File: src/rtl/ula_sequenciador.sv
// Multi-cycle sequencer for the external 8-bit ALU: single-pass ops, shift-add MUL and
// restoring DIV built by iterating the same ALU, with valid/ready request and response.
module ula_sequenciador #(
    parameter int unsigned        LARGURA       = 8,
    parameter logic [LARGURA-1:0] QUOC_DIV_ZERO = 8'hFF
) (
    input  logic               clock,
    input  logic               reset,
    input  logic               req_valido,
    output logic               req_pronto,
    input  logic [3:0]         req_op,
    input  logic [LARGURA-1:0] req_a,
    input  logic [LARGURA-1:0] req_b,
    output logic               resp_valido,
    input  logic               resp_pronto,
    output logic [LARGURA-1:0] resultado,
    output logic [LARGURA-1:0] resto,
    output logic               erro,
    output logic               ocupado,
    output logic [LARGURA-1:0] ula_entrada1,
    output logic [LARGURA-1:0] ula_entrada2,
    output logic [2:0]         ula_sinal,
    input  logic [LARGURA-1:0] ula_saida
);

    localparam logic [2:0] UlaAdd = 3'd2;
    localparam logic [2:0] UlaSub = 3'd3;
    localparam logic [2:0] UlaSlt = 3'd4;

    typedef enum logic [2:0] {
        StOcioso, StSimples, StMul, StDivCmp, StDivSub, StResposta
    } estado_t;

    estado_t            estado_q, estado_d;
    logic [2:0]         op_q, op_d;
    logic [LARGURA-1:0] a_q, a_d, b_q, b_d;
    logic [2:0]         i_q, i_d;
    logic [LARGURA-1:0] acc_q, acc_d;    // P for MUL, partial remainder R for DIV
    logic [LARGURA-1:0] quoc_q, quoc_d;
    logic               lt_q, lt_d;
    logic [LARGURA-1:0] resultado_q, resultado_d, resto_q, resto_d;
    logic               erro_q, erro_d;
    logic [LARGURA-1:0] t_div;

    // Shifted partial remainder; acc_q[7] marks that the true value is >= 256.
    assign t_div = {acc_q[LARGURA-2:0], a_q[i_q]};

    always_ff @(posedge clock or negedge reset) begin
        if (!reset) begin
            estado_q    <= StOcioso;
            op_q        <= '0;
            a_q         <= '0;
            b_q         <= '0;
            i_q         <= '0;
            acc_q       <= '0;
            quoc_q      <= '0;
            lt_q        <= 1'b0;
            resultado_q <= '0;
            resto_q     <= '0;
            erro_q      <= 1'b0;
        end else begin
            estado_q    <= estado_d;
            op_q        <= op_d;
            a_q         <= a_d;
            b_q         <= b_d;
            i_q         <= i_d;
            acc_q       <= acc_d;
            quoc_q      <= quoc_d;
            lt_q        <= lt_d;
            resultado_q <= resultado_d;
            resto_q     <= resto_d;
            erro_q      <= erro_d;
        end
    end

    always_comb begin
        estado_d     = estado_q;
        op_d         = op_q;
        a_d          = a_q;
        b_d          = b_q;
        i_d          = i_q;
        acc_d        = acc_q;
        quoc_d       = quoc_q;
        lt_d         = lt_q;
        resultado_d  = resultado_q;
        resto_d      = resto_q;
        erro_d       = erro_q;
        ula_entrada1 = '0;
        ula_entrada2 = '0;
        ula_sinal    = 3'd0;

        unique case (estado_q)
            StOcioso: begin
                if (req_valido) begin
                    op_d   = req_op[2:0];
                    a_d    = req_a;
                    b_d    = req_b;
                    i_d    = 3'd7;
                    acc_d  = '0;
                    quoc_d = '0;
                    erro_d = 1'b0;
                    if (req_op <= 4'd4) begin
                        estado_d = StSimples;
                    end else if (req_op == 4'd5) begin
                        estado_d = StMul;
                    end else if (req_op == 4'd6 && req_b != '0) begin
                        estado_d = StDivCmp;
                    end else if (req_op == 4'd6) begin
                        estado_d    = StResposta;
                        resultado_d = QUOC_DIV_ZERO;
                        resto_d     = req_a;
                        erro_d      = 1'b1;
                    end else begin
                        estado_d    = StResposta;
                        resultado_d = '0;
                        resto_d     = '0;
                        erro_d      = 1'b1;
                    end
                end
            end
            StSimples: begin
                ula_sinal    = op_q;
                ula_entrada1 = a_q;
                ula_entrada2 = b_q;
                resultado_d  = ula_saida;
                resto_d      = '0;
                estado_d     = StResposta;
            end
            StMul: begin
                ula_sinal    = UlaAdd;
                ula_entrada1 = {acc_q[LARGURA-2:0], 1'b0};
                ula_entrada2 = b_q[i_q] ? a_q : '0;
                acc_d        = ula_saida;
                if (i_q == 3'd0) begin
                    resultado_d = ula_saida;
                    resto_d     = '0;
                    estado_d    = StResposta;
                end else begin
                    i_d = i_q - 3'd1;
                end
            end
            StDivCmp: begin
                ula_sinal    = UlaSlt;
                ula_entrada1 = t_div;
                ula_entrada2 = b_q;
                lt_d         = ula_saida[0] & ~acc_q[LARGURA-1];
                estado_d     = StDivSub;
            end
            StDivSub: begin
                ula_sinal    = UlaSub;
                ula_entrada1 = t_div;
                ula_entrada2 = b_q;
                // Mod-256 difference is exact even when the true T exceeds 255.
                if (!lt_q) begin
                    acc_d       = ula_saida;
                    quoc_d[i_q] = 1'b1;
                end else begin
                    acc_d       = t_div;
                    quoc_d[i_q] = 1'b0;
                end
                if (i_q == 3'd0) begin
                    resultado_d = quoc_d;
                    resto_d     = acc_d;
                    estado_d    = StResposta;
                end else begin
                    i_d      = i_q - 3'd1;
                    estado_d = StDivCmp;
                end
            end
            StResposta: begin
                if (resp_pronto) begin
                    erro_d   = 1'b0;
                    estado_d = StOcioso;
                end
            end
            default: estado_d = StOcioso;
        endcase
    end

    assign req_pronto  = (estado_q == StOcioso);
    assign ocupado     = (estado_q != StOcioso);
    assign resp_valido = (estado_q == StResposta);
    assign resultado   = resultado_q;
    assign resto       = resto_q;
    assign erro        = erro_q;

endmodule

File: config.mk
export PLATFORM = sky130hd
export DESIGN_NAME = ula_sequenciador
export DESIGN_NICKNAME = d
export VERILOG_FILES = /design/src/rtl/ula_sequenciador.sv
export SDC_FILE = /design/constraint.sdc
export NUM_CORES = 1
export LEC_CHECK = 0
export BUFFER_PORTS_ARGS = -buffer_cell sky130_fd_sc_hd__buf_2
export CAP_MARGIN = 20
export CORE_MARGIN = 2
export CORE_UTILIZATION = 50
export CTS_CLUSTER_DIAMETER = 40
export DETAILED_ROUTE_END_ITERATION = 12
export PLACE_DENSITY = 0.8
export SLEW_MARGIN = 10
export SYNTH_ARGS = -nofsm -noshare
export SYNTH_HDL_FRONTEND = slang
export SYNTH_SLANG_ARGS = --single-unit
File: constraint.sdc
create_clock -name clock -period 2 [get_ports clock]
set_input_delay 0 -clock clock [delete_from_list [all_inputs] [get_ports clock]]
set_output_delay 0 -clock clock [all_outputs]
set_load 0.01 [all_outputs]
Word-level counts from Yosys, hierarchy flattened
Index checks and enable logic that the tools add are counted.
{"block": "classes", "bitwise_logic": 5, "mux": 48, "n_reduce_logical": 21, "n_addsub": 1, "n_eq_ne": 15, "magnitude_cmp": 3}
{"cell": "$mux 8", "count": 18}
{"cell": "$pmux 8 s4", "count": 2}
{"cell": "$pmux 8 s3", "count": 2}
{"cell": "$pmux 8 s2", "count": 2}
{"cell": "$mux 3", "count": 9}
{"cell": "$pmux 3 s6", "count": 1}
{"cell": "$ne 2x2->1 const B", "count": 7}
{"cell": "$pmux 3 s4", "count": 1}
{"cell": "$reduce_and 3->1", "count": 3}
{"cell": "$and 8x8->8", "count": 1}
{"cell": "$eq 4x3->1 const B", "count": 2}
{"cell": "$mux 1", "count": 8}
{"cell": "$not 8->8", "count": 1}
{"cell": "$or 8x8->8", "count": 1}
{"cell": "$reduce_bool 8->1", "count": 1}
{"cell": "$reduce_and 7->1", "count": 1}
{"cell": "$bmux 1 s3", "count": 2}
{"cell": "$eq 3x2->1 const B", "count": 2}
{"cell": "$eq 3x3->1 const B", "count": 2}
{"cell": "$logic_not 3->1", "count": 2}
{"cell": "$pmux 3 s2", "count": 1}
{"cell": "$reduce_and 2->1", "count": 3}
{"cell": "$reduce_bool 2->1", "count": 3}
{"cell": "$reduce_bool 3->1", "count": 2}
{"cell": "14 further kinds", "count": 16}
{"block": "word_totals", "reg_bits": 59, "input_bits": 32, "word_cells": 104}

Longest topological paths before layout
{"block": "depth", "ltp_word": 9, "depth_mapped": 9}

Least setup slack after synthesis
OpenSTA, ideal clock, no wires.
{"block": "synth_timing", "kind": "reg2reg", "startpoint": "register i_q[0]", "endpoint": "register resultado_q[3] (netlist: resultado[3])", "t_arrival_ps": 1822, "required_ps": 1875, "stages_incl_launch_ff": 10, "path_slack_ps": 54, "setup_ps": 125, "path_cell_list": "dfrtp_1 -> buf_2 -> inv_1 -> ha_1 -> nor2b_1 -> o21ai_1 -> nand2_1 -> nand2_2 -> buf_4 -> mux2_2"}
{"block": "synth_via", "elab_chain_len": 9, "elab_cells_between_ends": 15, "cone_classes": "order compare: 2; eq/ne: 2; mux: 5; bitwise: 3; reduce/logical: 3"}
{"item": "start: declaration", "line": "37", "rtl": "logic [2:0] i_q, i_d;"}
{"item": "start signal: assignment", "line": "66", "rtl": "i_q <= i_d;"}
{"item": "$lt 3x4->1 (not written as such) / $ge 3x1->1 (equally long branches)", "line": "156, 159"}
{"item": "$logic_and 1x1->1 (not written as such)", "line": "156, 159"}
{"item": "$mux 1 (not written as such)", "line": "156, 159"}
{"item": "$demux 1 s3", "line": "156, 159"}
{"item": "$not 8->8 (no source line)"}
{"item": "$and 8x8->8 (no source line)"}
{"item": "$mux 8", "line": "154", "rtl": "if (!lt_q) begin"}
{"item": "$mux 8", "line": "161", "rtl": "if (i_q == 3'd0) begin"}
{"item": "$pmux 8 s4", "line": "92", "rtl": "unique case (estado_q)"}
{"item": "end signal: assignment", "line": "70", "rtl": "resultado_q <= resultado_d;"}
{"item": "end: declaration", "line": "41", "rtl": "logic [LARGURA-1:0] resultado_q, resultado_d, resto_q, resto_d;"}
Parallel ways exist; a longest one is shown, timed or not. The select of a mux whose other input is x is not followed.
A chain may end at the register's enable or synchronous reset.

Worst setup path after layout
{"block": "layout_timing", "startpoint": "register i_q[0]", "endpoint": "output port ula_entrada2[1]"}
{"block": "layout_via", "elab_chain_len": 4}
{"item": "$bmux 1 s3", "line": "132", "rtl": "ula_entrada2 = b_q[i_q] ? a_q : '0;"}
{"item": "$mux 1 (not written as such)", "line": "132"}
{"item": "$mux 8", "line": "132"}
{"item": "$pmux 8 s2", "line": "92"}
{"item": "end: declaration", "line": "21", "rtl": "output logic [LARGURA-1:0] ula_entrada2,"}
Every way passes these cells. The select of a mux whose other input is x is not followed.

==> impl_metrics.tcl <==
set metrics [dict create \
    status "finished, violations left" \
    violations "setup timing" \
    cp_cell_sequence "buf_6 > buf_8 > mux2i_1 > nor2_1 > o31a_1 > a22o_1 > buf_2" \
    fin_nets 515 \
    path_class "flip-flop to output port" \
    antenna_left 0 \
    clock_skew_ns 0.00941 \
    crit_path_end_kind "output port" \
    required_ns 2.00 \
    vias 3593 \
    synth_mux_area_share_pct 16.2 \
    core-area_um2 6720 \
    ys_seq_area_share_pct 42.8 \
    grt_usage_pct 29.8 \
    cts_buffer_depth 2 \
    ir_drop_mv 0.881 \
    dpl.hpwl_mm 7.42 \
    synth_compound_area_share_pct 23.4 \
    final_cell_count_no_fill 565 \
    cts_buffers 9 \
    yosys_warnings 0 \
    crit_family "compound AO/OA/AOI/OAI gates" \
    overflow 0 \
    tightest_slew_ns 0.690 \
    worstSkewPairLatency_ns 0.33 \
    gp_congestion 0.993 \
    cp_slowest_stage_delay_ns 0.41 \
    synth_top_family_by_area "compound AO/OA/AOI/OAI gates" \
    via_per_inst 6.36 \
    dpl_cell_area_um2 4090 \
    synth_seq_cells 59 \
    syn_area_um2 3450 \
    min_path_type "primary input to flip-flop" \
    setup_viol 9 \
    cpMaxStageDelayCell "o31a_1" \
    yosys.area_share.simple_pct 12.1 \
    setup_tns_ns -0.201 \
    antenna_found_initial 0 \
    grt_pass1_wl_mm 17.3 \
    post_drt_wl_per_cell_um 20.0 \
    ioPinCount 71 \
    timing.rr.end "resto[0]$_DFFE_PN0P_" \
    fmax_mhz 491 \
    drc 0 \
    finalHoldViolations 0 \
    synth_fp_nets 385 \
    hold_path_depth 2 \
    cp_data_arrival_time_ns 2.04 \
    p_leak_uw 0.00222 \
    period_share_pct 102 \
    relSlewSlack_pct 54.0 \
    dp.cells 513 \
    dpl_worst_slack_ns 0.0540 \
    drt_iter0_drc 369 \
    grt_pass1_vias 3474 \
    crit_buf_inv 3 \
    synth_xor_area_share_pct 0.254 \
    first_pass_iters 6 \
    htreeDepth 3 \
    rows 30 \
    postSynthCellCount 351 \
    cts.reportedPaths.clkPinSlew_ns 0.07 \
    start_util_pct 51.3 \
    hold_ws_ns 0.0269 \
    ys.flop_type "dfrtp_1" \
    crit_path_start_kind "flip-flop" \
    synth_cell_types 51 \
    cts_tree "built" \
    avgSynthCellArea_um2 9.83 \
    yosys.area_share.adder_pct 0.725 \
    cts-root-buf "clkbuf_8" \
    reg2reg_depth 6 \
    min_from "req_valido" \
    portBuffers 70 \
    final_area_um2 4730 \
    setup_ws_ns -0.0383 \
    drv_cap 0 \
    cp_max_fo 8 \
    syn2layout_area_growth_pct 37.3 \
    die_h_um 87.1 \
    r2r_setup_slack_ns 0.01 \
    power.density_nw_per_um2 1710 \
    r2r_start "estado_q[2]$_DFFE_PN0P_" \
    rsz0062_at_grt "yes" \
    grt_start_max_net_pins 33 \
    clkSinkCount 59 \
    chipWidth_um 87.1 \
    insertedDiodeCount 0 \
    hold_end "i_q[2]$_DFFE_PN0P_" \
    drt-total-wl_mm 11.3 \
    fin_crit_ns 2.04 \
    crit_cells 7 \
    synth_edf_count 0 \
    ys_async_sr_fraction_pct 100 \
    die-area_um2 7580 \
    drive_above_1_share_pct 36.9 \
    slew_violations 0 \
]
worst max-delay path by stage:
stage                                  start                       end  slack (ns)
after global placement    i_q[2]$_DFFE_PN0P_           ula_entrada2[2]        0.15
final                     i_q[0]$_DFFE_PN0P_           ula_entrada2[1]       -0.04
after floorplan           i_q[0]$_DFFE_PN0P_  resultado[3]$_DFFE_PN0P_        0.05
after CTS                 i_q[0]$_DFFE_PN0P_           ula_entrada1[0]    0.000007
after global routing      i_q[0]$_DFFE_PN0P_           ula_entrada2[1]       -0.11
after detailed placement  i_q[2]$_DFFE_PN0P_           ula_entrada2[0]        0.05
placed cells by master, fill, tap and decap left out, drive strengths merged, types with 6 or more instances in the layout:
cell type	n
mux2	27
a22oi	8
a221o	8
inv	12
nor3	7
nand3	10
nand2b	6
a211oi	10
mux2i	21
clkbuf	13
dlygate4sd3	29
dfrtp	59
a22o	9
a21o	8
nand2	22
nor2	20
a21oi	30
o21ai	26
nor2b	7
buf	115
routing by layer:
metal | wire, µm | up-vias | global-route usage, %
li1 | - | 1570 | -
met1 | 4520 | 1724 | 39.3
met2 | 5280 | 249 | 47.1
met3 | 929 | 50 | 5.02
met4 | 545 | 0 | 15.3
met5 | 0 | - | 0
per-stage QoR:
stage	utilization (%)	power, µW
floorplan	-	4780
global placement	60.9	6220
detailed placement	60.9	6350
finish	70.5	8100
CTS	69.6	7740
global route	70.5	8530
cells in the mapped netlist, types with 2 or more instances:
| library cell | number | share of area, % |
|---|---|---|
| a31oi_1 | 2 | 0.36 |
| o22ai_1 | 2 | 0.36 |
| clkbuf_1 | 14 | 1.5 |
| mux2_2 | 27 | 8.8 |
| nand3_1 | 10 | 1.5 |
| buf_4 | 2 | 0.44 |
| nor2_1 | 20 | 2.2 |
| o21a_1 | 2 | 0.44 |
| a221o_1 | 8 | 2.3 |
| a221oi_1 | 2 | 0.51 |
| o31ai_1 | 2 | 0.44 |
| mux2i_1 | 21 | 6.1 |
| ha_1 | 2 | 0.73 |
| nor2b_1 | 7 | 1.3 |
| a21o_1 | 8 | 1.7 |
| a22o_1 | 9 | 2.3 |
| nor4_1 | 2 | 0.36 |
| dfrtp_1 | 59 | 43 |
| o21ai_1 | 2 | 0.29 |
| mux4_2 | 2 | 1.3 |
| nor3_1 | 6 | 0.87 |
| nand2b_1 | 6 | 1.1 |
| nor3b_1 | 2 | 0.44 |
| buf_2 | 8 | 1.2 |
| a22oi_1 | 8 | 1.7 |
| a21boi_0 | 2 | 0.44 |
| nand2_1 | 21 | 2.3 |
| a21oi_1 | 30 | 4.4 |
| a211oi_1 | 10 | 2.2 |
| inv_1 | 12 | 1.3 |
| o21ai_0 | 23 | 3.3 |
sequential cells by signal (all words and copies together) (netlist names):
name / cells
a_q: 8
acc_q: 8
b_q: 8
quoc_q: 8
resto: 8
resultado: 8
estado_q: 3
i_q: 3
op_q: 3
erro: 1
lt_q: 1
power by group:
group | internal (µW) | leakage (µW) | total (µW) | switching [µW]
registers | 1740 | 0.000734 | 2230 | 485
clock network | 636 | 0.0000995 | 1090 | 458
logic | 2250 | 0.00139 | 4780 | 2520
cells by family (layout without fill, tap and decap cells):
group / after synthesis / after routing
AO/OA/AOI/OAI: 120 / 120
XOR/XNOR: 1 / 1
adder cells (fa/ha/maj): 2 / 2
buffers and inverters: 37 / 171
flip-flops: 59 / 59
multiplexers: 50 / 50
AND/OR/NAND/NOR: 82 / 82
cell type report:
cell class	instances	area, µm²
Tap cell	80	100
Clock buffer	13	159
Clock inverter	2	35.0
Fill cell	459	1980
Multi-Input combinational cell	255	1890
Sequential cell	59	1480
Inverter	12	45.0
Timing Repair Buffer	144	1020
timing repair:
action,4_1_cts,5_1_grt
hold endpoints to repair,61,0
gates cloned,0,0
buffers inserted,6,3
resized for setup,17,10
hold buffers,29,0
pin swaps,6,5
endpoints found under the setup margin,17,23
worst reg2reg max path: stages, from the launching register on:
cell and delay (ns):
dfrtp_1 0.46, buf_12 0.20, or3b_1 0.39, o211a_2 0.21
a32oi_1 0.22, o21ai_1 0.12, mux2_2 0.28
No activity file was read; power rests on OpenSTA's default activity.
